[src/rtl/sc_clk_burst_ctrl_if.sv]
// Handshake/pin bundle between the config/readout FSM (master) and the SC_clk burst sequencer (slave).
// The serial-data signals exist only when SC_SHIFT_EN is defined.
interface sc_clk_burst_ctrl_if #(
    parameter int CNT_W  = 26,
    parameter int NP_W   = 16
`ifdef SC_SHIFT_EN
    ,
    parameter int DATA_W = 32
`endif
);
    logic             start;
    logic             abort;
    logic [CNT_W-1:0] half_div;
    logic [NP_W-1:0]  n_pulse;
    logic             clk_o;
    logic             rise_stb;
    logic             busy;
    logic             done;
`ifdef SC_SHIFT_EN
    logic [DATA_W-1:0] sdata_in;
    logic              sdo;

    modport master (
        output start, abort, half_div, n_pulse, sdata_in,
        input  clk_o, rise_stb, busy, done, sdo
    );
    modport slave (
        input  start, abort, half_div, n_pulse, sdata_in,
        output clk_o, rise_stb, busy, done, sdo
    );
`else
    modport master (
        output start, abort, half_div, n_pulse,
        input  clk_o, rise_stb, busy, done
    );
    modport slave (
        input  start, abort, half_div, n_pulse,
        output clk_o, rise_stb, busy, done
    );
`endif
endinterface

[src/rtl/sc_clk_burst_ctrl.sv]
// SC_clk burst sequencer: emits n_pulse divided clock pulses on clk_o, then reports done.
// Optional serial data shifter (sdata_in -> sdo, MSB first) enabled by defining SC_SHIFT_EN.
module sc_clk_burst_ctrl #(
    parameter int CNT_W    = 26,
    parameter int DEF_HALF = 83333,
    parameter int NP_W     = 16
`ifdef SC_SHIFT_EN
    ,
    parameter int DATA_W   = 32
`endif
) (
    input  logic                  clki,
    input  logic                  rst_n,
    sc_clk_burst_ctrl_if.slave    bus
);

    localparam logic [1:0] S_IDLE = 2'd0;
    localparam logic [1:0] S_LOW  = 2'd1;
    localparam logic [1:0] S_HIGH = 2'd2;

    localparam logic [CNT_W-1:0] DEF_HALF_C = CNT_W'(DEF_HALF);

    logic [1:0]       state;
    logic [CNT_W-1:0] half_q;
    logic [CNT_W-1:0] cnt;
    logic [NP_W-1:0]  pcnt;
    logic             clk_q;
    logic             rise_q;
    logic             busy_q;
    logic             done_q;

    logic phase_end;
    logic start_burst;
    logic abort_burst;
    logic last_pulse;

    assign phase_end   = (cnt == half_q - CNT_W'(1));
    assign start_burst = (state == S_IDLE) && bus.start && !bus.abort && (bus.n_pulse != '0);
    assign abort_burst = (state != S_IDLE) && bus.abort;
    assign last_pulse  = (pcnt == NP_W'(1));

    always_ff @(posedge clki or negedge rst_n) begin
        if (!rst_n) begin
            // NOTE: every state register is reset here; this block holds no memory arrays, so nothing is left undefined.
            state  <= S_IDLE;
            half_q <= '0;
            cnt    <= '0;
            pcnt   <= '0;
            clk_q  <= 1'b0;
            rise_q <= 1'b0;
            busy_q <= 1'b0;
            done_q <= 1'b0;
        end else begin
            // NOTE: non-blocking assignments throughout, so later defaults-then-overrides read as one edge.
            rise_q <= 1'b0;
            done_q <= 1'b0;
            case (state)
                S_IDLE: begin
                    if (bus.start && !bus.abort) begin
                        if (bus.n_pulse == '0) begin
                            done_q <= 1'b1;
                        end else begin
                            half_q <= (bus.half_div == '0) ? DEF_HALF_C : bus.half_div;
                            pcnt   <= bus.n_pulse;
                            cnt    <= '0;
                            busy_q <= 1'b1;
                            state  <= S_LOW;
                        end
                    end
                end
                S_LOW: begin
                    if (abort_burst) begin
                        cnt    <= '0;
                        clk_q  <= 1'b0;
                        busy_q <= 1'b0;
                        state  <= S_IDLE;
                    end else if (phase_end) begin
                        cnt    <= '0;
                        clk_q  <= 1'b1;
                        rise_q <= 1'b1;
                        state  <= S_HIGH;
                    end else begin
                        cnt <= cnt + CNT_W'(1);
                    end
                end
                S_HIGH: begin
                    if (abort_burst) begin
                        cnt    <= '0;
                        clk_q  <= 1'b0;
                        busy_q <= 1'b0;
                        state  <= S_IDLE;
                    end else if (phase_end) begin
                        cnt   <= '0;
                        clk_q <= 1'b0;
                        pcnt  <= pcnt - NP_W'(1);
                        if (last_pulse) begin
                            busy_q <= 1'b0;
                            done_q <= 1'b1;
                            state  <= S_IDLE;
                        end else begin
                            state <= S_LOW;
                        end
                    end else begin
                        cnt <= cnt + CNT_W'(1);
                    end
                end
                default: begin
                    clk_q  <= 1'b0;
                    busy_q <= 1'b0;
                    state  <= S_IDLE;
                end
            endcase
        end
    end

    assign bus.clk_o    = clk_q;
    assign bus.rise_stb = rise_q;
    assign bus.busy     = busy_q;
    assign bus.done     = done_q;

`ifdef SC_SHIFT_EN
    logic [DATA_W-1:0] sreg;

    // Shift on every falling edge but the last, so bit i is stable across rising edge i.
    always_ff @(posedge clki or negedge rst_n) begin
        if (!rst_n) begin
            sreg <= '0;
        end else if (start_burst) begin
            sreg <= bus.sdata_in;
        end else if (abort_burst) begin
            sreg <= '0;
        end else if (state == S_HIGH && phase_end && !last_pulse) begin
            sreg <= {sreg[DATA_W-2:0], 1'b0};
        end
    end

    assign bus.sdo = sreg[DATA_W-1];
`else
    logic unused_start;
    assign unused_start = start_burst;
`endif

endmodule

[src/flat_wrapper.sv]
// flat-port wrapper written by rule: the top's interface ports become plain ports
module sc_clk_burst_ctrl_flat 
#(
    parameter int CNT_W    = 26,
    parameter int DEF_HALF = 83333,
    parameter int NP_W     = 16

)
  (clki, rst_n, bus_start, bus_abort, bus_half_div, bus_n_pulse, bus_clk_o, bus_rise_stb, bus_busy, bus_done);
  sc_clk_burst_ctrl_if #(.CNT_W(CNT_W), .NP_W(NP_W)) bus_i ();
  input  logic clki;
  input  logic rst_n;
  input wire logic [$bits(bus_i.start)-1:0] bus_start;
  input wire logic [$bits(bus_i.abort)-1:0] bus_abort;
  input wire logic [$bits(bus_i.half_div)-1:0] bus_half_div;
  input wire logic [$bits(bus_i.n_pulse)-1:0] bus_n_pulse;
  output wire logic [$bits(bus_i.clk_o)-1:0] bus_clk_o;
  output wire logic [$bits(bus_i.rise_stb)-1:0] bus_rise_stb;
  output wire logic [$bits(bus_i.busy)-1:0] bus_busy;
  output wire logic [$bits(bus_i.done)-1:0] bus_done;
  assign bus_i.start = bus_start;
  assign bus_i.abort = bus_abort;
  assign bus_i.half_div = bus_half_div;
  assign bus_i.n_pulse = bus_n_pulse;
  assign bus_clk_o = bus_i.clk_o;
  assign bus_rise_stb = bus_i.rise_stb;
  assign bus_busy = bus_i.busy;
  assign bus_done = bus_i.done;
  sc_clk_burst_ctrl #(.CNT_W(CNT_W), .DEF_HALF(DEF_HALF), .NP_W(NP_W)) u_core (.clki(clki), .rst_n(rst_n), .bus(bus_i));
endmodule
[config.mk]
export PLATFORM = sky130hd
export DESIGN_NAME = sc_clk_burst_ctrl_flat
export DESIGN_NICKNAME = d
export VERILOG_FILES = /design/src/rtl/sc_clk_burst_ctrl_if.sv /design/src/rtl/sc_clk_burst_ctrl.sv /design/src/flat_wrapper.sv
export SDC_FILE = /design/constraint.sdc
export NUM_CORES = 1
export LEC_CHECK = 0
export ABC_AREA = 1
export BUFFER_PORTS_ARGS = -buffer_cell sky130_fd_sc_hd__buf_2
export CAP_MARGIN = 20
export CORE_UTILIZATION = 45
export DETAILED_ROUTE_END_ITERATION = 8
export SETUP_SLACK_MARGIN = 0.02
export SLEW_MARGIN = 20
export SYNTH_ARGS = -nofsm -noshare
export SYNTH_HDL_FRONTEND = slang
export SYNTH_SLANG_ARGS = --single-unit
[constraint.sdc]
create_clock -name clki -period 2.95 [get_ports clki]
set_input_delay 0 -clock clki [delete_from_list [all_inputs] [get_ports clki]]
set_output_delay 0 -clock clki [all_outputs]
set_load 0.02 [all_outputs]
# After elaboration in Yosys (flattened, before gate mapping)
# Cells that the tools add are included.
[word_totals]
ff_bits = 74
mem_count = 0
mem_bits_ro = 0
in_bits = 46
wordCells = 81
latchBits = 0
ram_bits = 0
[classes]
multipliers = 0
add_sub_neg = 3
shifts = 0
n_lt_le_gt_ge = 0
n_reduce_logical = 16
n_eq_ne = 12
div_mod_pow = 0
muxes = 40
n_bitwise = 2
[op_table]
columns = ["operator", "n"]
rows = [
  ["26-bit 2-to-1 mux", 5],
  ["16-bit 2-to-1 mux", 4],
  ["26-bit one-hot mux with 2 select lines", 1],
  ["16-bit one-hot mux with 2 select lines", 1],
  ["26-bit by 1-bit adder with 26-bit output, second input constant", 1],
  ["26-bit == test", 1],
  ["26-bit zero test", 1],
  ["26-bit by 1-bit subtractor with 26-bit output, second input constant", 1],
  ["1-bit 2-to-1 mux", 19],
  ["16-bit by 1-bit == test with 1-bit output, second input constant", 1],
  ["16-bit zero test", 1],
  ["16-bit by 1-bit subtractor with 16-bit output, second input constant", 1],
  ["2-bit 2-to-1 mux", 6],
  ["5-bit AND reduction", 2],
  ["3-bit by 1-bit inequality test with 1-bit output, second input constant", 3],
  ["3-bit AND reduction", 3],
  ["2-bit inequality test, second input constant", 3],
  ["1-bit one-hot mux with 3 select lines", 2],
  ["2-bit one-hot mux with 3 select lines", 1],
  ["2-bit nonzero test", 3],
  ["2-bit by 1-bit inequality test with 1-bit output, second input constant", 2],
  ["4-bit AND reduction", 1],
  ["2-bit by 1-bit == test with 1-bit output, second input constant", 1],
  ["2-bit == test, second input constant", 1],
  ["other kinds (6)", 8],
]

# Logic depth before layout (Yosys ltp)
# Gate-level depths: netlist of run 1.
[depth]
depth_word = 5
ltp_mapped = 18
mapped_depth_nobuf = 17

# Worst setup path before layout of run 1
# OpenSTA, ideal clock, no wires.
[synth_timing]
path_kind = "reg-to-reg"
start = "register u_core.half_q[0]"
end = "register u_core.cnt[19]"
arrival_ns = 2.039
stages_incl_launch_ff = 14
setup_time_ns = 0.119
n_path_buf = 2
synth_period_minus_slack_ns = 2.157
path_slack_ns = 0.793
t_required_ns = 2.831
path_cell_list = "dfrtp_1 inv_1 ha_1 or2_2 a21oi_1 nand3_1 nor2_1 nand2_1 nor2_2 nand3_1 buf_6 buf_6 nand4_1 nand2_1"
[synth_between]
elab_chain_len = 5
[synth_rtl]
columns = ["element", "line", "rtl"]
rows = [
  ["from (decl)", "sc_clk_burst_ctrl.sv:24", "logic [CNT_W-1:0] half_q;"],
  ["from (signal assigned)", "sc_clk_burst_ctrl.sv:63", "half_q <= (bus.half_div == '0) ? DEF_HALF_C : bus.half_div;"],
  ["26-bit by 1-bit subtractor with 26-bit output", "sc_clk_burst_ctrl.sv:37", "assign phase_end = (cnt == half_q - CNT_W'(1));"],
  ["26-bit == test", "sc_clk_burst_ctrl.sv:37", ""],
  ["26-bit 2-to-1 mux", "sc_clk_burst_ctrl.sv:77, sc_clk_burst_ctrl.sv:92", ""],
  ["26-bit 2-to-1 mux", "sc_clk_burst_ctrl.sv:87", "if (abort_burst) begin"],
  ["26-bit one-hot mux with 2 select lines", "sc_clk_burst_ctrl.sv:57", "case (state)"],
  ["to (signal assigned)", "sc_clk_burst_ctrl.sv:83", "cnt <= cnt + CNT_W'(1);"],
  ["to (signal assigned)", "sc_clk_burst_ctrl.sv:104", "cnt <= cnt + CNT_W'(1);"],
  ["to (decl)", "sc_clk_burst_ctrl.sv:25", "logic [CNT_W-1:0] cnt;"],
]
# Every way passes these cells.
# A chain may end at the register's enable or synchronous reset.

# Worst setup path in the final report of run 1
[layout_timing]
start = "register u_core.half_q[0]"
end = "register u_core.cnt[10]"
# Same word-level chain as after synthesis.

==> results of run 1 <==
-- routing by layer --
metal	routed length [um]	global-route usage [%]	share of wire (%)	vias up
met2	7180	39.6	42	190
met1	8450	41.5	49	2814
li1	-	-	-	2924
met3	1080	4.01	6.3	25
met4	399	11.3	2.3	0
met5	0	0	0	-
-- registers in the layout, summed over array words and instances (netlist names) --
register             flops
u_core.bus.busy          1
u_core.half_q           26
u_core.bus.clk_o         1
u_core.bus.done          1
u_core.state             2
u_core.pcnt             16
u_core.bus.rise_stb      1
u_core.cnt              26
-- power by group through the flow --
| stage | logic [W] | clock network (W) | registers, W |
|---|---|---|---|
| CTS | 0.00265 | 0.00114 | 0.00175 |
| finish | 0.00269 | 0.00112 | 0.00176 |
| floorplan | 0.00201 | 0 | 0.00165 |
| global route | 0.00305 | 0.00118 | 0.00181 |
| detailed placement | 0.00260 | 0 | 0.00177 |
| global placement | 0.00258 | 0 | 0.00176 |
-- worst paths after layout --
kind                       cells after the start                      endpoint                          from
max                                           16    u_core.cnt[10]$_DFFE_PN0P_  u_core.half_q[0]$_DFFE_PN0P_
min                                            5    u_core.pcnt[2]$_DFFE_PN0P_                bus_n_pulse[2]
max reg2reg                                   16    u_core.cnt[10]$_DFFE_PN0P_  u_core.half_q[0]$_DFFE_PN0P_
min reg2reg                                    2  u_core.bus.clk_o$_DFFE_PN0P_  u_core.bus.clk_o$_DFFE_PN0P_
max in group asynchronous                      2    u_core.pcnt[5]$_DFFE_PN0P_                         rst_n
min in group asynchronous                      2     u_core.cnt[8]$_DFFE_PN0P_                         rst_n
-- cell type report --
| type | instances | area share, % |
|---|---|---|
| clock buffer | 11 | 3.61 |
| timing repair buffer | 83 | 8.53 |
| clock inverter | 4 | 0.782 |
| tap | 168 | 3.13 |
| inverter | 106 | 5.92 |
| multi-input combinational | 659 | 50.5 |
| sequential | 74 | 27.6 |
-- synthesized netlist by cell type --
master    count
xnor2_1      16
o31ai_1       2
o21ai_0      51
o21ai_1       4
o41ai_1       1
a221oi_1      1
buf_6         5
nand3b_1     15
nor2_8        1
nor2_1       88
mux2_2       10
clkbuf_1     13
nand3_1      60
o21a_1        1
o211ai_2      1
ha_1          8
nand4_1      33
buf_2         2
nor2_4        3
o21bai_1      1
or4_1         1
nand2_1     269
a21oi_1       8
xor2_1       28
nand2_2       7
nand2_4       1
nor4_1       15
o211ai_1      2
nand3_4       2
a31oi_1       3
inv_2         2
nor2_2       10
o22ai_1       1
or2_2         4
dfrtp_1      74
a21oi_2       1
nand3_2       1
buf_1         4
nor3_1        8
inv_1       104
o21ai_2       1
nor3_2        1
-- kinds of logic after synthesis --
family          Yosys count  share of synthesized area [%]
simple gates            519                           40.8
buf+inv                 130                           9.16
compound gates           78                           7.51
flops                    74                           32.1
xor+xnor                 44                           6.69
mux                      10                           1.95
fa+ha+maj                 8                           1.74
-- what timing repair did --
action | in CTS | in global routing
setup endpoints to repair | 0 | 13
hold buffers | 28 | 0
hold endpoints to repair | 101 | 0
gates resized for setup | 0 | 1
buffers inserted | 0 | 0
-- worst reg2reg max path: cells and delay by family (launching register included) --
family / cells / cell delay (ns)
AND/OR/NAND/NOR: 11 / 1.21
adder cells (fa/ha/maj): 1 / 0.25
AO/OA/AOI/OAI: 2 / 0.21
buffers and inverters: 2 / 0.45
flip-flops: 1 / 0.39
-- through the flow --
stage | setup WS (ns) | power (W) | hold WS [ns] | cells | area (um2)
final | 0.328 | 0.00557 | 0.0110 | 1105 | 6720
after global routing | 0.0724 | 0.00604 | 0.0427 | 1105 | 6720
after CTS | 0.226 | 0.00554 | 0.00312 | 1105 | 6710
after detailed placement | 0.240 | 0.00437 | 0.217 | 1062 | 6140
after global placement | 0.360 | 0.00434 | 0.210 | 1062 | 6140
after floorplan | 0.793 | 0.00366 | -0.296 | 863 | 5760
==> qor.yml, run 1 <==
run_status:
  outcome: "finished, final reports clean"
die:
  die_w_um: 115
  die_area_um2: 13300
  die_y_um: 115
  num_io_pins: 50
  core_area_um2: 12300
  num_rows: 40
  start_util_pct: 47.0
timing:
  relSlewSlack_pct: 35.6
  period_needed_ns: 2.62
  setup_violations: 0
  finalSetupTns_ns: 0
  hold_viol_final: 0
  worst_pin_slew_ns: 0.967
  drv_slew: 0
  clock_skew_ns: 0.00601
  min_period_over_period_pct: 88.9
  fmax_mhz: 381
  rsz0062_at_grt: "no"
place:
  gp_congestion: 0.913
  io_buffers: 49
  dp.final_hpwl_um: 13000
finish:
  multi_input_area_um2: 3390
  fin_nets: 987
  final_common_cell: "nand2_1"
  fill_cells: 1234
  seqCellArea_um2: 1850
  layout-drive-gt1-share_pct: 12.4
  antennaDiodeCount: 0
  final_cell_mix: "269 x nand2_1, 104 x inv_1, 87 x nor2_1"
  final_util_pct: 54.8
  syn_to_final_growth_pct: 16.6
detailed_routing:
  vias: 5953
  ant_nets: 0
  post_drt_wl_per_cell_um: 15.5
  drt_pre_antenna_iters: 7
  vias_per_cell: 5.39
  routed_wl_um: 17100
  drc_errors: 0
  drtIter0Drc: 576
synth:
  synth.area.top_cells: "dfrtp_1 32%, nand2_1 18%, inv_1 6.8%"
  synth_top_cell_by_area: "dfrtp_1"
  ys_seq_elements: 74
  syn_area_um2: 5760
  synth_fp_nets: 917
  synth.distinct_cells: 42
  syn_inst: 863
  yosysWarnings: 0
  avgSynthCellArea_um2: 6.68
  yosysSeqAreaShare_pct: 32.1
  synth_top_area_share_pct: 32.1
setup_path:
  path_class: "reg2reg"
  worst-path-buf-inv: 2
  r2r_slack_ns: 0.33
  critical_path.top_delay_family: "simple AND/OR/NAND/NOR gates"
  crit_required_ns: 3.16
  endpoint_kind: "register"
  cp-start-kind: "register"
  crit_chain: "inv_1 -> ha_1 -> nand2_1 -> nor2_1 -> nand2_1 -> nor2_1 -> nand2_1 -> nand2_1 -> nand2_1 -> nor2_1 -> nand2_1 -> nor2_2 -> nand3_2 -> buf_4 -> o211ai_1 -> o21ai_0"
  max_stage_delay_ns: 0.39
  cpMostUsedCell: "nand2_1"
  crit_fanout: 24
  slowest_stage: "dfrtp_1"
  crit_arrival_ns: 2.83
power_and_ir_drop:
  clock_power_share_pct: 20.1
  power_frac_comb_pct: 48.2
  peakVddDrop_uv: 396
  p_leak_nw: 3.33
  power_per_cell_area_nw_per_um2: 829
  p_sw_share_pct: 47.6
  internal_power_w: 0.00292
  power_switching_w: 0.00265
  power_frac_seq_pct: 31.7
global_route:
  grt_pass1_wl_um: 27900
  grt_max_degree: 75
  grt_pass1_vias: 5458
  grt_overflow_total: 0
  grt_use_total_pct: 27.7
  antenna_found_initial: 0
min_path:
  hold_path.class: "in2reg"
clock_tree:
  cts_buffers: 9
  cts.sinks: 74
  root_buffer: "clkbuf_16"
  clockBufferDepth: 2
  clk_pin_slew_ns: 0.06
  cts_max_level: 3
  cts_tree: "done"
  clkLatencyLatePin_ns: 0.34
flow_run:
  cap_violations: 0
Power figures use the tool's default switching activity.
==> run 2: changes to the inputs <==
--- a/config.mk
+++ b/config.mk
@@ -8,6 +8,7 @@
 export ABC_AREA = 1
 export BUFFER_PORTS_ARGS = -buffer_cell sky130_fd_sc_hd__buf_2
 export CAP_MARGIN = 20
+export CORE_ASPECT_RATIO = 2
 export CORE_UTILIZATION = 45
 export DETAILED_ROUTE_END_ITERATION = 8
 export SETUP_SLACK_MARGIN = 0.02
==> run 2 against run 1 <==
Against the previous run: clock skew grew 0.0046 ns; hold slack about the same; die area up 0.21%; non-clock buffer count increased by 3; clock-buffer cell count fell by 1; critical path type unchanged.
==> qor.yml, run 2 (synthesized netlist as in run 1, its figures left out) <==
run_status:
  outcome: "finished, final reports clean"
place:
  dp.final_hpwl_um: 14000  # +7.8%
  gp_congestion: 0.959  # +5.1%
  io_buffers: 49  # unchanged
  place_area_um2: 6150  # +0.24%
timing:
  min_period_over_period_pct: 89.2  # +0.35 points
  hold_viol_final: 0  # unchanged
  finalSetupTns_ns: 0  # unchanged
  setup_violations: 0  # unchanged
  rsz0062_at_grt: "no"
  drv_slew: 0  # unchanged
  period_needed_ns: 2.63  # +0.0102 ns
  fmax_mhz: 380  # -0.39%
  hold_ws_ns: 0.0109  # -0.0000981 ns
  relSlewSlack_pct: 45.3  # +9.7 points
  clock_skew_ns: 0.0106  # +0.00460 ns
  worst_pin_slew_ns: 0.810  # -0.157 ns
setup_path:
  max_stage_delay_ns: 0.40  # about the same
  path_class: "reg2reg"
  worst-path-buf-inv: 1  # -1
  critical_path.top_delay_family: "simple AND/OR/NAND/NOR gates"
  crit_arrival_ns: 2.91  # +0.08 ns
  cp-start-kind: "register"
  slowest_stage: "dfrtp_1"
  crit_chain: "inv_1 -> ha_1 -> nand2_1 -> nor2_1 -> nand2_1 -> nor2_1 -> nand2_1 -> nand2_1 -> nand2_1 -> nor2_1 -> nand2_1 -> nor2_2 -> nand4_1 -> nand2_2 -> nand3_1 -> nand2_1"
  cpMostUsedCell: "nand2_1"
  crit_fanout: 16  # -33%
  crit_required_ns: 3.22  # +0.06 ns
  endpoint_kind: "register"
finish:
  fin_nets: 990  # +0.30%
  final_cell_mix: "269 x nand2_1, 104 x inv_1, 87 x nor2_1"
  layout-drive-gt1-share_pct: 12.9  # +0.48 points
  final_util_pct: 53.3  # -1.5 points
  syn_to_final_growth_pct: 16.1
  design_area_um2: 6690  # -0.43%
  antennaDiodeCount: 0  # unchanged
  reg.largest.list: "u_core.cnt: 26 flops, u_core.half_q: 26 flops, u_core.pcnt: 16 flops"
  final_common_cell: "nand2_1"
clock_tree:
  root_buffer: "clkbuf_16"
  cts.sinks: 74  # unchanged
  cts_max_level: 3  # unchanged
  cts_buffers: 9  # unchanged
  clkLatencyLatePin_ns: 0.34  # about the same
  post_cts_resized: 0  # unchanged
  cts_tree: "done"
  clockBufferDepth: 2  # unchanged
  clk_pin_slew_ns: 0.06  # about the same
detailed_routing:
  post_drt_wl_per_cell_um: 16.3  # +5.4%
  routed_wl_um: 17800  # +4.1%
  vias_per_cell: 5.37  # -0.40%
  drc_errors: 0  # unchanged
  drtIter0Drc: 296  # -49%
  vias: 5854  # -1.7%
  drt_pre_antenna_iters: 5  # -2
  ant_nets: 0  # unchanged
power_and_ir_drop:
  power_per_cell_area_nw_per_um2: 823  # -0.77%
  peakVddDrop_uv: 565  # +43%
  p_leak_nw: 3.32  # -0.23%
die:
  die_y_um: 162  # +41%
  start_util_pct: 45.9  # -1.1 points
  num_io_pins: 50  # unchanged
  die_w_um: 82.0  # -29%
  core_area_um2: 12600  # +2.4%
  num_rows: 58  # +45%
  die_area_um2: 13300  # +0.21%
global_route:
  antenna_found_initial: 0  # unchanged
  grt_overflow_total: 0  # unchanged
  grt_pass1_wl_um: 28700  # +3.0%
  grt_use_total_pct: 29.2  # +1.5 points
  grt_max_degree: 75  # unchanged
  grt_pass1_vias: 5962  # +9.2%
flow_run:
  cap_violations: 0  # unchanged
min_path:
  hold_path.class: "in2reg"
run 2: changes by cell type in the layout (fill, tap and decap cells not counted):
cell,change
nand3_1,+1
clkbuf_8,-1
buf_6,+1
nand3_2,-1
clkinv_4,-1
buf_4,+4
dlygate4sd3_1,-2
clkinvlp_4,+4
bufinv_16,-1
run 2: final cells by class:
cell class / instances / area (um2)
Multi-Input combinational cell: 659 / 3390
Timing Repair Buffer: 86 / 594
Clock buffer: 10 / 229
Clock inverter: 6 / 43.8
Tap cell: 150 / 188
Inverter: 106 / 398
Fill cell: 1310 / 5860
Sequential cell: 74 / 1850
run 2: repair_timing:
action / in CTS / in global routing
hold endpoints to repair: 99 / 0
setup buffers: 0 / 0
endpoints found under the setup margin: 0 / 0
hold buffers: 26 / 0
run 2: power breakdown:
| part | switching (W) | leakage [nW] | internal, W |
|---|---|---|---|
| Sequential | 0.000419 | 0.955 | 0.00134 |
| Combinational | 0.00180 | 2.25 | 0.000917 |
| Clock | 0.000462 | 0.121 | 0.000570 |
| Total | 0.00268 | 3.32 | 0.00282 |
run 2: per-layer routing:
layer	GRT usage (%)	wire, um
met5	0	0
met4	18.7	1130
met3	3.93	395
met2	54.6	9790
met1	28.4	6490
run 2: path summary, 6_finish.rpt:
| kind | start | end | slack, ns | cells after the start |
|---|---|---|---|---|
| setup / recovery | u_core.half_q[0]$_DFFE_PN0P_ | u_core.pcnt[3]$_DFFE_PN0P_ | 0.32 | 16 |
| hold / removal | bus_half_div[0] | u_core.half_q[0]$_DFFE_PN0P_ | 0.01 | 5 |
| setup reg to reg | u_core.half_q[0]$_DFFE_PN0P_ | u_core.pcnt[3]$_DFFE_PN0P_ | 0.32 | 16 |
| hold reg to reg | u_core.bus.clk_o$_DFFE_PN0P_ | u_core.bus.clk_o$_DFFE_PN0P_ | 0.47 | 2 |
| max in group asynchronous | rst_n | u_core.half_q[11]$_DFFE_PN0P_ | 2.18 | 2 |
| min in group asynchronous | rst_n | u_core.pcnt[11]$_DFFE_PN0P_ | 0.26 | 2 |
run 2: stage by stage:
stage               cells  total power (W)  setup WS (ns)
floorplan             863          0.00366          0.793
global placement     1049          0.00442          0.355
detailed placement   1049          0.00445          0.342
CTS                  1091          0.00554          0.325
global route         1091          0.00599         0.0351
finish               1091          0.00550          0.317
run 2: worst reg2reg max path, delay by kind of cell (launching register included):
kind / cells / cell delay (ns)
buffers and inverters: 1 / 0.14
adder cells (fa/ha/maj): 1 / 0.24
AND/OR/NAND/NOR: 14 / 1.78
flip-flops: 1 / 0.40
